$ cat config.mk
export PLATFORM = sky130hd
export DESIGN_NAME = instr_fetch_unit
export DESIGN_NICKNAME = d
export VERILOG_FILES = /design/src/rtl/riscv_fetch_pkg.sv /design/src/rtl/fetch_fifo.sv /design/src/rtl/instr_fetch_unit.sv
export SDC_FILE = /design/constraint.sdc
export NUM_CORES = 1
export LEC_CHECK = 0
export CAP_MARGIN = 20
export CORE_UTILIZATION = 55
export CTS_CLUSTER_SIZE = 25
export DETAILED_ROUTE_END_ITERATION = 7
export PLACE_DENSITY = 0.85
export SYNTH_ARGS = -nofsm -noshare
export SYNTH_HDL_FRONTEND = slang
export SYNTH_SLANG_ARGS = --single-unit
$ cat constraint.sdc
create_clock -name clk -period 8.9 [get_ports clk]
set_clock_uncertainty 0.15 [all_clocks]
set_input_delay 1.335 -clock clk [delete_from_list [all_inputs] [get_ports clk]]
set_output_delay 1.335 -clock clk [all_outputs]
set_load 0.01 [all_outputs]
$ cat src/rtl/riscv_fetch_pkg.sv
// Shared types and constants for the instruction fetch stage.
// Imported by the fetch top level and its instruction buffer.
package riscv_fetch_pkg;

  typedef enum logic [1:0] {
    REQ,
    WAIT,
    DROP
  } fetch_state_t;

  localparam logic [31:0] DEFAULT_RESET_PC = 32'h0000_0000;
  localparam int          INSTR_WIDTH      = 32;
  localparam logic [31:0] PC_STEP          = 32'd4;

endpackage

$ cat src/rtl/fetch_fifo.sv
// Small power-of-two instruction buffer between fetch and decode.
// Output reads as zero when empty; flush wins over push and pop.
module fetch_fifo #(
  parameter int DEPTH = 2,
  parameter int WIDTH = 64
) (
  input  logic                   clk,
  input  logic                   rst,
  input  logic                   flush_i,
  input  logic                   push_i,
  input  logic [WIDTH-1:0]       data_i,
  input  logic                   pop_i,
  output logic                   valid_o,
  output logic [WIDTH-1:0]       data_o,
  output logic [$clog2(DEPTH):0] count_o
);

  localparam int AW = $clog2(DEPTH);
  localparam int CW = AW + 1;

  logic [WIDTH-1:0] mem_q [DEPTH];
  logic [AW-1:0]    rd_q, rd_d;
  logic [AW-1:0]    wr_q, wr_d;
  logic [CW-1:0]    cnt_q, cnt_d;
  logic             full, do_push, do_pop;

  assign full    = (cnt_q == CW'(DEPTH));
  assign do_pop  = pop_i && (cnt_q != '0);
  assign do_push = push_i && (!full || do_pop);

  always_comb begin
    rd_d  = rd_q;
    wr_d  = wr_q;
    cnt_d = cnt_q;
    if (flush_i) begin
      rd_d  = '0;
      wr_d  = '0;
      cnt_d = '0;
    end else begin
      if (do_push) wr_d = wr_q + 1'b1;
      if (do_pop)  rd_d = rd_q + 1'b1;
      if (do_push && !do_pop) cnt_d = cnt_q + 1'b1;
      if (do_pop && !do_push) cnt_d = cnt_q - 1'b1;
    end
  end

  always_ff @(posedge clk or posedge rst) begin
    if (rst) begin
      rd_q  <= '0;
      wr_q  <= '0;
      cnt_q <= '0;
    end else begin
      rd_q  <= rd_d;
      wr_q  <= wr_d;
      cnt_q <= cnt_d;
    end
  end

  // Storage needs no reset: valid_o masks stale entries.
  always_ff @(posedge clk) begin
    if (do_push && !flush_i) mem_q[wr_q] <= data_i;
  end

  assign valid_o = (cnt_q != '0);
  assign data_o  = valid_o ? mem_q[rd_q] : '0;
  assign count_o = cnt_q;

endmodule

$ cat src/rtl/instr_fetch_unit.sv
// Fetch stage: owns the fetch PC, issues one request at a time,
// buffers returned words with their PCs for decode.
module instr_fetch_unit
  import riscv_fetch_pkg::*;
#(
  parameter logic [31:0] RESET_PC   = DEFAULT_RESET_PC,
  parameter int          FIFO_DEPTH = 2
) (
  input  logic        clk,
  input  logic        rst,
  output logic        imem_req_valid,
  input  logic        imem_req_ready,
  output logic [31:0] imem_req_addr,
  input  logic        imem_rsp_valid,
  input  logic [31:0] imem_rsp_data,
  input  logic        redirect_valid,
  input  logic [31:0] redirect_pc,
  output logic        instr_valid,
  input  logic        instr_ready,
  output logic [31:0] instr_out,
  output logic [31:0] instr_pc
);

  localparam int CW = $clog2(FIFO_DEPTH) + 1;
  localparam int EW = 2 * INSTR_WIDTH;

  fetch_state_t  state_q, state_d;
  logic [31:0]   fetch_pc_q, fetch_pc_d;
  logic [31:0]   req_pc_q, req_pc_d;
  logic [CW-1:0] fifo_cnt;
  logic [EW-1:0] fifo_head;
  logic          hs, push;
  logic          unused_rpc_lsb;

  assign unused_rpc_lsb = ^redirect_pc[1:0];

  // Space for the response is reserved when the request goes out.
  assign imem_req_valid = !rst && (state_q == REQ)
                        && (fifo_cnt < CW'(FIFO_DEPTH));
  assign imem_req_addr  = fetch_pc_q;
  assign hs             = imem_req_valid && imem_req_ready;

  always_comb begin
    state_d    = state_q;
    fetch_pc_d = fetch_pc_q;
    req_pc_d   = req_pc_q;
    push       = 1'b0;
    if (hs) begin
      fetch_pc_d = fetch_pc_q + PC_STEP;
      req_pc_d   = fetch_pc_q;
    end
    if (redirect_valid) fetch_pc_d = {redirect_pc[31:2], 2'b00};
    unique case (state_q)
      REQ: begin
        if (hs) state_d = redirect_valid ? DROP : WAIT;
      end
      WAIT: begin
        if (imem_rsp_valid) begin
          state_d = REQ;
          push    = !redirect_valid;
        end else if (redirect_valid) begin
          state_d = DROP;
        end
      end
      DROP: begin
        if (imem_rsp_valid) state_d = REQ;
      end
      default: state_d = REQ;
    endcase
  end

  always_ff @(posedge clk or posedge rst) begin
    if (rst) begin
      state_q    <= REQ;
      fetch_pc_q <= RESET_PC;
      req_pc_q   <= '0;
    end else begin
      state_q    <= state_d;
      fetch_pc_q <= fetch_pc_d;
      req_pc_q   <= req_pc_d;
    end
  end

  fetch_fifo #(
    .DEPTH (FIFO_DEPTH),
    .WIDTH (EW)
  ) u_fifo (
    .clk     (clk),
    .rst     (rst),
    .flush_i (redirect_valid),
    .push_i  (push),
    .data_i  ({imem_rsp_data, req_pc_q}),
    .pop_i   (instr_ready),
    .valid_o (instr_valid),
    .data_o  (fifo_head),
    .count_o (fifo_cnt)
  );

  assign instr_out = fifo_head[EW-1:INSTR_WIDTH];
  assign instr_pc  = fifo_head[INSTR_WIDTH-1:0];

endmodule

==> results of run 1 <==
-- cell families after synthesis --
family / after synthesis / synth area share
xor+xnor: 28 / 0.03123
compound gates: 44 / 0.02948
other cells: 1 / 0.0004776
buf+inv: 38 / 0.02056
mux: 90 / 0.1187
fa+ha+maj: 1 / 0.001593
flops: 190 / 0.6846
simple gates: 184 / 0.1133
-- flip-flops by register name (all words and copies together) (netlist names) --
signal and flops:
u_fifo.mem_q 124, imem_req_addr 30, req_pc_q 30, state_q 2
u_fifo.count_o 2, u_fifo.rd_q 1, u_fifo.wr_q 1
-- area by class of cell --
cell class	count	share of cell area
Sequential cell	190	0.5290
Multi-Input combinational cell	351	0.2303
Timing Repair Buffer	166	0.1617
Clock buffer	22	0.04577
Tap cell	180	0.02215
Clock inverter	10	0.008859
Inverter	6	0.002215
-- worst paths after layout --
kind | depth (start not counted) | slack (ps) | to | startpoint
max in group asynchronous | 3 | 6370 | req_pc_q[9] | rst
setup reg to reg | 4 | 6030 | u_fifo.mem_q[0][21] | state_q[1]
min in group asynchronous | 2 | 1330 | req_pc_q[30] | rst
hold reg to reg | 0 | 330 | u_fifo.mem_q[0][2] | req_pc_q[2]
setup / recovery | 3 | 4400 | imem_req_valid | rst
hold / removal | 0 | 330 | u_fifo.mem_q[0][2] | req_pc_q[2]
-- report_power, final --
group / internal (mW) / switching [mW] / leakage, nW
clock network: 0.400 / 0.312 / 0.255
registers: 1.02 / 0.0611 / 1.93
logic: 0.106 / 0.0763 / 1.29
-- cells in the final DEF, fill, tap and decap left out, drive strengths merged --
master and n:
nor4 11, nand3b 1, and3 3, bufinv 1, buf 6, mux2i 65, ha 1, edfxtp 124
nor2 73, o21ai 34, nand4 12, clkbuf 22, conb 4, nor4b 1, nand2 43, nand2b 3
a21o 1, o22ai 1, a21oi 5, and2 2, clkdlybuf4s50 160, mux2 25, and4 6, clkinvlp 5
xor2 5, xnor2 23, a211oi 1, nor3 11, nand3 13, nor2b 4, a22oi 2, dfrtp 66
nand4bb 1, clkinv 4, inv 6
-- layer usage --
layer  GRT usage  vias to the layer above  wire length, um
li1            -                     2393                -
met1      0.2883                     2417             6703
met2      0.3736                      185             7940
met3     0.04652                       22              814
met4     0.08951                        0              278
met5           0                        -                0
==> reports/metrics.yaml, run 1 <==
outcome:
  status: "completed"
clocking:
  cts_resized: 0
  clk_latency_ps: 430
  numCtsBuffers: 17
  cts.clk_slew.worst_paths_ps: 60
  cts_tree: "built"
  cts_setup_buffers: 0
  cts_hold_buf: 0
  clk_path_buf_depth: 2
  clock_sinks: 190
  ctsHtreeMaxLevel: 4
  clockRootBuffer: "clkbuf_16"
final_layout:
  post-route-util: 0.7326
  fillers: 922
  nets: 803
  final_area_sq_um: 10170
  area_growth_pct: 29.51
  multi_input_area_sq_um: 2342
  num_antenna_cells: 0
  layout.cells.non_filler: 925
  drive_gt1_frac: 0.09128
  regArea_sq_um: 5379
sta:
  period_needed_ps: 4497
  final_max_slew_viol_count: 0
  whs_ps: 325.2
  fmax_mhz: 222.4
  setup_violations: 0
  grt_setup_unrepaired: "no"
  worst_slew_pin_slew_ps: 1102
  relSlewSlack: 0.2656
  fin_ws_ps: 4403
  fin_crit_sh: 0.5052
  hold_violations: 0
  finalSetupTns_ps: 0
drt:
  drt_first_iter_violations: 349
  drc: 0
  wl_per_cell_um: 17.01
  dr.pass1.iters: 5
  ant_nets: 0
  drt_wl_total_um: 15740
  vias_per_cell: 5.424
  vias: 5017
placement:
  numPortBuffers: 161
  dp_hpwl_um: 10540
  dpl_cell_area_sq_um: 9613
  place.gp.congestion: 0.8501
  dpl.cell_count: 893
  dp_slack_ps: 4427
die:
  start_util: 0.5656
  ios: 168
  fp.dieArea_sq_um: 14760
  core_area_sq_um: 13880
  die_x_um: 121.5
  dieHeight_um: 121.5
  row_count: 43
grt:
  antenna_found_initial: 0
  grt_pass1_wl_um: 25030
  grt_overflow: 0
  grt_max_degree: 71
  gr-usage-all-layers: 0.2247
  grt_pass1_vias: 4970
synthesis:
  ys_async_sr_fraction: 0.3474
  synth.avg_cell_area_sq_um: 13.63
  synthCells: 576
  synthTopCellsByArea: "edfxtp_1, dfrtp_1, mux2i_1"
  synthDistinctLibCells: 39
  yosysTopAreaCell: "edfxtp_1"
  ys_dominant_reg_cell: "edfxtp_1"
  synthesis.area_sq_um: 7851
  synth_most_common_cell: "edfxtp_1"
  synth_top_cell_area_share: 0.4743
  synthTopCellsByCount: "edfxtp_1, nor2_1, dfrtp_1"
  ys_seq_area_frac: 0.6846
  synth_edf_count: 124
  synth_seq_cells: 190
  yosysWarnings: 0
power:
  p_total_mw: 1.975
  power_density_nw_per_um2: 194.3
  p_leak_nw: 3.470
  ir_worst_vdd_v: 0.0001475
job:
  maxCapViolCount: 0
setup_path:
  required_ps: 7410
  cp_slowest_cell: "clkdlybuf4s50_1"
  slowest_delay_ps: 670
  critPathBufInv: 2
  crit_type: "input pin to output port"
  cp.arrival_ps: 3010
  cp_max_fo: 9
  critPathLaunchType: "input pin"
  endpoint_kind: "output port"
  cp_common_cell: "clkdlybuf4s50_1"
  path_cells: "clkdlybuf4s50_1 -> nor4_4 -> clkdlybuf4s50_1"
  cp_top_family: "buffers and inverters"
worst_hold_path:
  hp-class: "flop to flop"
Power figures use the tool's default switching activity.
==> inputs of run 2 (changes only) <==
--- a/config.mk
+++ b/config.mk
@@ -6,10 +6,10 @@
 export NUM_CORES = 1
 export LEC_CHECK = 0
 export CAP_MARGIN = 20
-export CORE_UTILIZATION = 55
+export CORE_UTILIZATION = 51
 export CTS_CLUSTER_SIZE = 25
 export DETAILED_ROUTE_END_ITERATION = 7
-export PLACE_DENSITY = 0.85
+export PLACE_DENSITY = 0.8
 export SYNTH_ARGS = -nofsm -noshare
 export SYNTH_HDL_FRONTEND = slang
 export SYNTH_SLANG_ARGS = --single-unit
==> constraint.sdc (replaced) <==
create_clock -name clk -period 4.7 [get_ports clk]
set_clock_uncertainty 0.15 [all_clocks]
set_input_delay 0.705 -clock clk [delete_from_list [all_inputs] [get_ports clk]]
set_output_delay 0.705 -clock clk [all_outputs]
set_load 0.01 [all_outputs]
==> run 2 against run 1 <==
Net effect: final area rose by 0.87%; setup slack worse by 3300 ps; global-route usage fell by 1.2 points; flip-flop and latch count did not move; count of clock-buffer cells in the layout decreased by 1; non-clock buffer count grew 1; clock power rose by 99%; die area rose by 7.7%; hold slack worse by 4.3 ps; largest cell class unchanged.
==> reports/metrics.yaml, run 2 (same netlist as run 1, synthesis figures left out) <==
grt:
  grt_overflow: 0
  antenna_found_initial: 0
  grt_max_degree: 71
  gr-usage-all-layers: 0.2123
  grt_pass1_vias: 5033
  grt_pass1_wl_um: 25890
sta:
  fin_ws_ps: 1151
  final_max_slew_viol_count: 0
  finalSetupTns_ps: 0
  relSlewSlack: 0.2596
  fin_crit_sh: 0.7550
  fmax_mhz: 281.8
  worst_slew_pin_slew_ps: 1111
  setup_violations: 0
  grt_setup_unrepaired: "no"
  hold_violations: 0
  period_needed_ps: 3549
final_layout:
  layout.cells.non_filler: 930
  largest_register: "u_fifo.mem_q"
  drive_gt1_frac: 0.09517
  fillers: 1008
  num_antenna_cells: 0
  nets: 804
  layout_commonest_cell: "clkdlybuf4s50_1"
  area_growth_pct: 30.64
  largest_reg_flops: 124
  layout_common_cells: "clkdlybuf4s50_1, edfxtp_1, nor2_1"
drt:
  wl_per_cell_um: 17.24
  drt_wl_total_um: 16030
  dr.pass1.iters: 4
  drc: 0
  vias_per_cell: 5.413
  vias: 5034
  drt_first_iter_violations: 286
  ant_nets: 0
power:
  power_density_nw_per_um2: 372.1
  p_leak_nw: 3.514
  ir_worst_vdd_v: 0.0002805
outcome:
  status: "completed"
setup_path:
  cp_max_fo: 40
  endpoint_kind: "output port"
  cp.arrival_ps: 2690
  critPathLaunchType: "flop"
  required_ps: 3850
  crit_type: "flop to output port"
clocking:
  cts_tree: "built"
  clk_path_buf_depth: 2
  cts_setup_buffers: 0
  cts_resized: 0
  clock_sinks: 190
  clk_latency_ps: 420
  numCtsBuffers: 17
  clockRootBuffer: "clkbuf_16"
  cts.clk_slew.worst_paths_ps: 70
  ctsHtreeMaxLevel: 4
  cts_hold_buf: 0
die:
  dieHeight_um: 126.1
  die_x_um: 126.1
  start_util: 0.5321
  row_count: 44
  fp.dieArea_sq_um: 15890
  ios: 168
  core_area_sq_um: 14750
worst_hold_path:
  hp-class: "flop to flop"
placement:
  numPortBuffers: 161
  dp_hpwl_um: 10440
  dp_slack_ps: 1346
  place.gp.congestion: 0.8278
  dpl.cell_count: 897
job:
  maxCapViolCount: 0
[run 2: cell types whose count changed in the layout (fill, tap and decap cells not counted)]
cell        previous run  this run
clkbuf_8               0         2
buf_4                  5         3
buf_12                 0         3
clkbuf_16             18        17
clkinv_4               1         3
inv_6                  0         2
inv_8                  0         1
clkbuf_1               4         2
bufinv_16              1         2
clkinvlp_4             5         2
clkinv_2               2         0
[run 2: path summary, 6_finish.rpt]
path	startpoint	end	slack, ps	cells after the start
setup / recovery	u_fifo.count_o[1]	instr_pc[16]	1150	4
hold / removal	req_pc_q[4]	u_fifo.mem_q[1][4]	320	0
setup reg to reg	u_fifo.count_o[1]	imem_req_addr[27]	1910	5
hold reg to reg	req_pc_q[4]	u_fifo.mem_q[1][4]	320	0
max in group asynchronous	rst	req_pc_q[22]	2760	3
min in group asynchronous	rst	u_fifo.wr_q	770	2
[run 2: final cells by class]
class                      instances  area, sq um  share of cell area
sequential                       190         5379              0.5244
multi-input combinational        351         2342              0.2283
timing repair buffer             167         1689              0.1647
clock buffer                      21        460.4             0.04489
tap                              184        230.2             0.02244
clock inverter                    11        133.9             0.01305
inverter                           6        22.52            0.002196
[run 2: report_power, final]
part / switching, mW / internal [mW] / total (mW)
registers: 0.118 / 1.93 / 2.05
clock network: 0.605 / 0.820 / 1.42
logic: 0.141 / 0.202 / 0.343
total: 0.863 / 2.95 / 3.82
[run 2: through the flow]
stage	area [sq um]	total power, mW	hold slack [ps]	utilization
finish	10260	3.817	320.9	0.6952
global route	10260	3.951	339.7	0.6952
CTS	10240	3.839	320.5	0.6939
detailed placement	9643	2.420	305.6	0.6536
global placement	9643	2.396	297.6	0.6536
floorplan	7863	2.222	286.6	-
[run 2: layer usage]
layer / track usage / share of wire / vias to the layer above
li1: - / - / 2398
met1: 0.2780 / 0.44 / 2465
met2: 0.3575 / 0.52 / 163
met5: 0 / 0 / -
met3: 0.03696 / 0.034 / 8
met4: 0.07725 / 0.0064 / 0
[run 2: critical path, cell delays in order (launching register included)]
cell	delay [ps]
dfrtp_1	500
nor2_4	790
buf_4	400
nor2_1	80
clkdlybuf4s50_1	500
==> inputs of run 3 (changes only) <==
--- a/config.mk
+++ b/config.mk
@@ -6,10 +6,10 @@
 export NUM_CORES = 1
 export LEC_CHECK = 0
 export CAP_MARGIN = 20
-export CORE_UTILIZATION = 51
+export CORE_UTILIZATION = 46
 export CTS_CLUSTER_SIZE = 25
 export DETAILED_ROUTE_END_ITERATION = 7
-export PLACE_DENSITY = 0.8
+export PLACE_DENSITY = 0.76
 export SYNTH_ARGS = -nofsm -noshare
 export SYNTH_HDL_FRONTEND = slang
 export SYNTH_SLANG_ARGS = --single-unit
==> constraint.sdc (replaced) <==
create_clock -name clk -period 2.9 [get_ports clk]
set_clock_uncertainty 0.15 [all_clocks]
set_input_delay 0.435 -clock clk [delete_from_list [all_inputs] [get_ports clk]]
set_output_delay 0.435 -clock clk [all_outputs]
set_load 0.01 [all_outputs]
==> run 3 against run 2 <==
Net effect: sequential share of layout area down 0.50 points; clock power up 51%; critical path depth unchanged; wire length down 0.52%; die area up 11%; largest power group unchanged.
==> reports/metrics.yaml, run 3 (same netlist as run 1, synthesis figures left out) <==
final_layout:
  area_growth_pct: 31.90
  layout_common_cells: "clkdlybuf4s50_1, edfxtp_1, nor2_1"
  largest_reg_flops: 124
  largest_register: "u_fifo.mem_q"
  nets: 813
  layout_commonest_cell: "clkdlybuf4s50_1"
  drive_gt1_frac: 0.1099
  num_antenna_cells: 0
grt:
  gr-usage-all-layers: 0.1903
  grt_pass1_vias: 5062
  antenna_found_initial: 0
  grt_pass1_wl_um: 25890
  grt_max_degree: 70
  grt_overflow: 0
clocking:
  clockRootBuffer: "clkbuf_16"
  clk_latency_ps: 420
  ctsHtreeMaxLevel: 4
  clock_sinks: 190
  numCtsBuffers: 17
  cts_hold_buf: 0
  clk_path_buf_depth: 2
  cts_tree: "built"
  cts.clk_slew.worst_paths_ps: 70
sta:
  hold_violations: 0
  setup_violations: 0
  fin_crit_sh: 0.9270
  whs_ps: 319.4
  finalSetupTns_ps: 0
  period_needed_ps: 2688
  final_max_slew_viol_count: 0
  grt_setup_unrepaired: "no"
  relSlewSlack: 0.5959
  worst_slew_pin_slew_ps: 606.2
  fmax_mhz: 372.0
power:
  p_leak_nw: 3.548
  power_density_nw_per_um2: 582.2
  p_total_mw: 6.029
  ir_worst_vdd_v: 0.0004476
die:
  die_x_um: 132.6
  fp.dieArea_sq_um: 17590
  ios: 168
  row_count: 47
  start_util: 0.4718
  core_area_sq_um: 16640
  dieHeight_um: 132.6
drt:
  drc: 0
  dr.pass1.iters: 5
  wl_per_cell_um: 16.36
  drt_wl_total_um: 15950
  vias: 5038
  drt_first_iter_violations: 287
  vias_per_cell: 5.167
  ant_nets: 0
setup_path:
  ff2ff_path_depth: 6
  critPathLaunchType: "flop"
  endpoint_kind: "output port"
  path_depth: 4
  worstSetupStartpoint: "u_fifo.rd_q"
  cp_slowest_cell: "clkdlybuf4s50_1"
  path_cells: "buf_6 -> mux2i_1 -> nor2_1 -> clkdlybuf4s50_1"
  crit_type: "flop to output port"
  cp.arrival_ps: 2100
  cp_top_family: "buffers and inverters"
  slowest_delay_ps: 570
  required_ps: 2320
  r2r-start: "u_fifo.count_o[1]"
  cp_max_fo: 36
  critPathBufInv: 2
placement:
  dp_hpwl_um: 10760
  numPortBuffers: 161
  place.gp.congestion: 0.7924
worst_hold_path:
  hp-class: "input pin to async pin"
outcome:
  status: "completed"
job:
  maxCapViolCount: 0
## run 3: changes by cell type in the layout (fill, tap and decap cells not counted), sizes merged
cell / previous run / this run
bufinv: 2 / 0
buf: 7 / 16
clkbuf: 21 / 18
clkinv: 4 / 8
clkinvlp: 2 / 3
## run 3: per-stage QoR
stage | instance area, sq um | instances | setup WS, ps | utilization
2_1_floorplan | 7871 | 579 | 366.6 | -
3_3_place_gp | 9786 | 941 | 362.7 | 0.5880
3_5_place_dp | 9786 | 941 | 326.2 | 0.5880
4_1_cts | 10340 | 973 | 11.41 | 0.6212
5_1_grt | 10360 | 975 | 82.77 | 0.6223
6_report | 10360 | 975 | 211.7 | 0.6223
## run 3: path summary, 6_finish.rpt
kind                                       end  slack, ps
setup / recovery                  instr_pc[23]        210
hold / removal                    req_pc_q[30]        320
setup reg to reg             imem_req_addr[27]        630
hold reg to reg            u_fifo.mem_q[0][12]        320
max in group asynchronous          req_pc_q[5]       1670
min in group clk           u_fifo.mem_q[0][12]        320
## run 3: area by class of cell
cell class,count,area [sq um]
Tap cell,220,275.3
Fill cell,1255,6286
Clock buffer,18,439.2
Sequential cell,190,5379
Timing Repair Buffer,176,1785
Multi-Input combinational cell,351,2342
Clock inverter,14,112.6
Inverter,6,22.52
## run 3: what timing repair did
item,in CTS,in global routing
setup buffers,0,2
resized for setup,0,1
endpoints found under the setup margin,0,37
## run 3: power breakdown
group | internal, mW | total (mW) | switching (mW) | leakage, nW
logic | 0.334 | 0.573 | 0.239 | 1.36
clock network | 1.13 | 2.14 | 1.00 | 0.266
registers | 3.13 | 3.32 | 0.188 | 1.93
## run 3: layer usage
layer | GRT usage | part of all wire | wire length [um] | vias up
met5 | 0 | 0 | 0 | -
met4 | 0.07024 | 0.017 | 265 | 0
met3 | 0.03908 | 0.053 | 845 | 24
met2 | 0.3158 | 0.49 | 7893 | 189
met1 | 0.2478 | 0.44 | 6943 | 2410
li1 | - | - | - | 2415
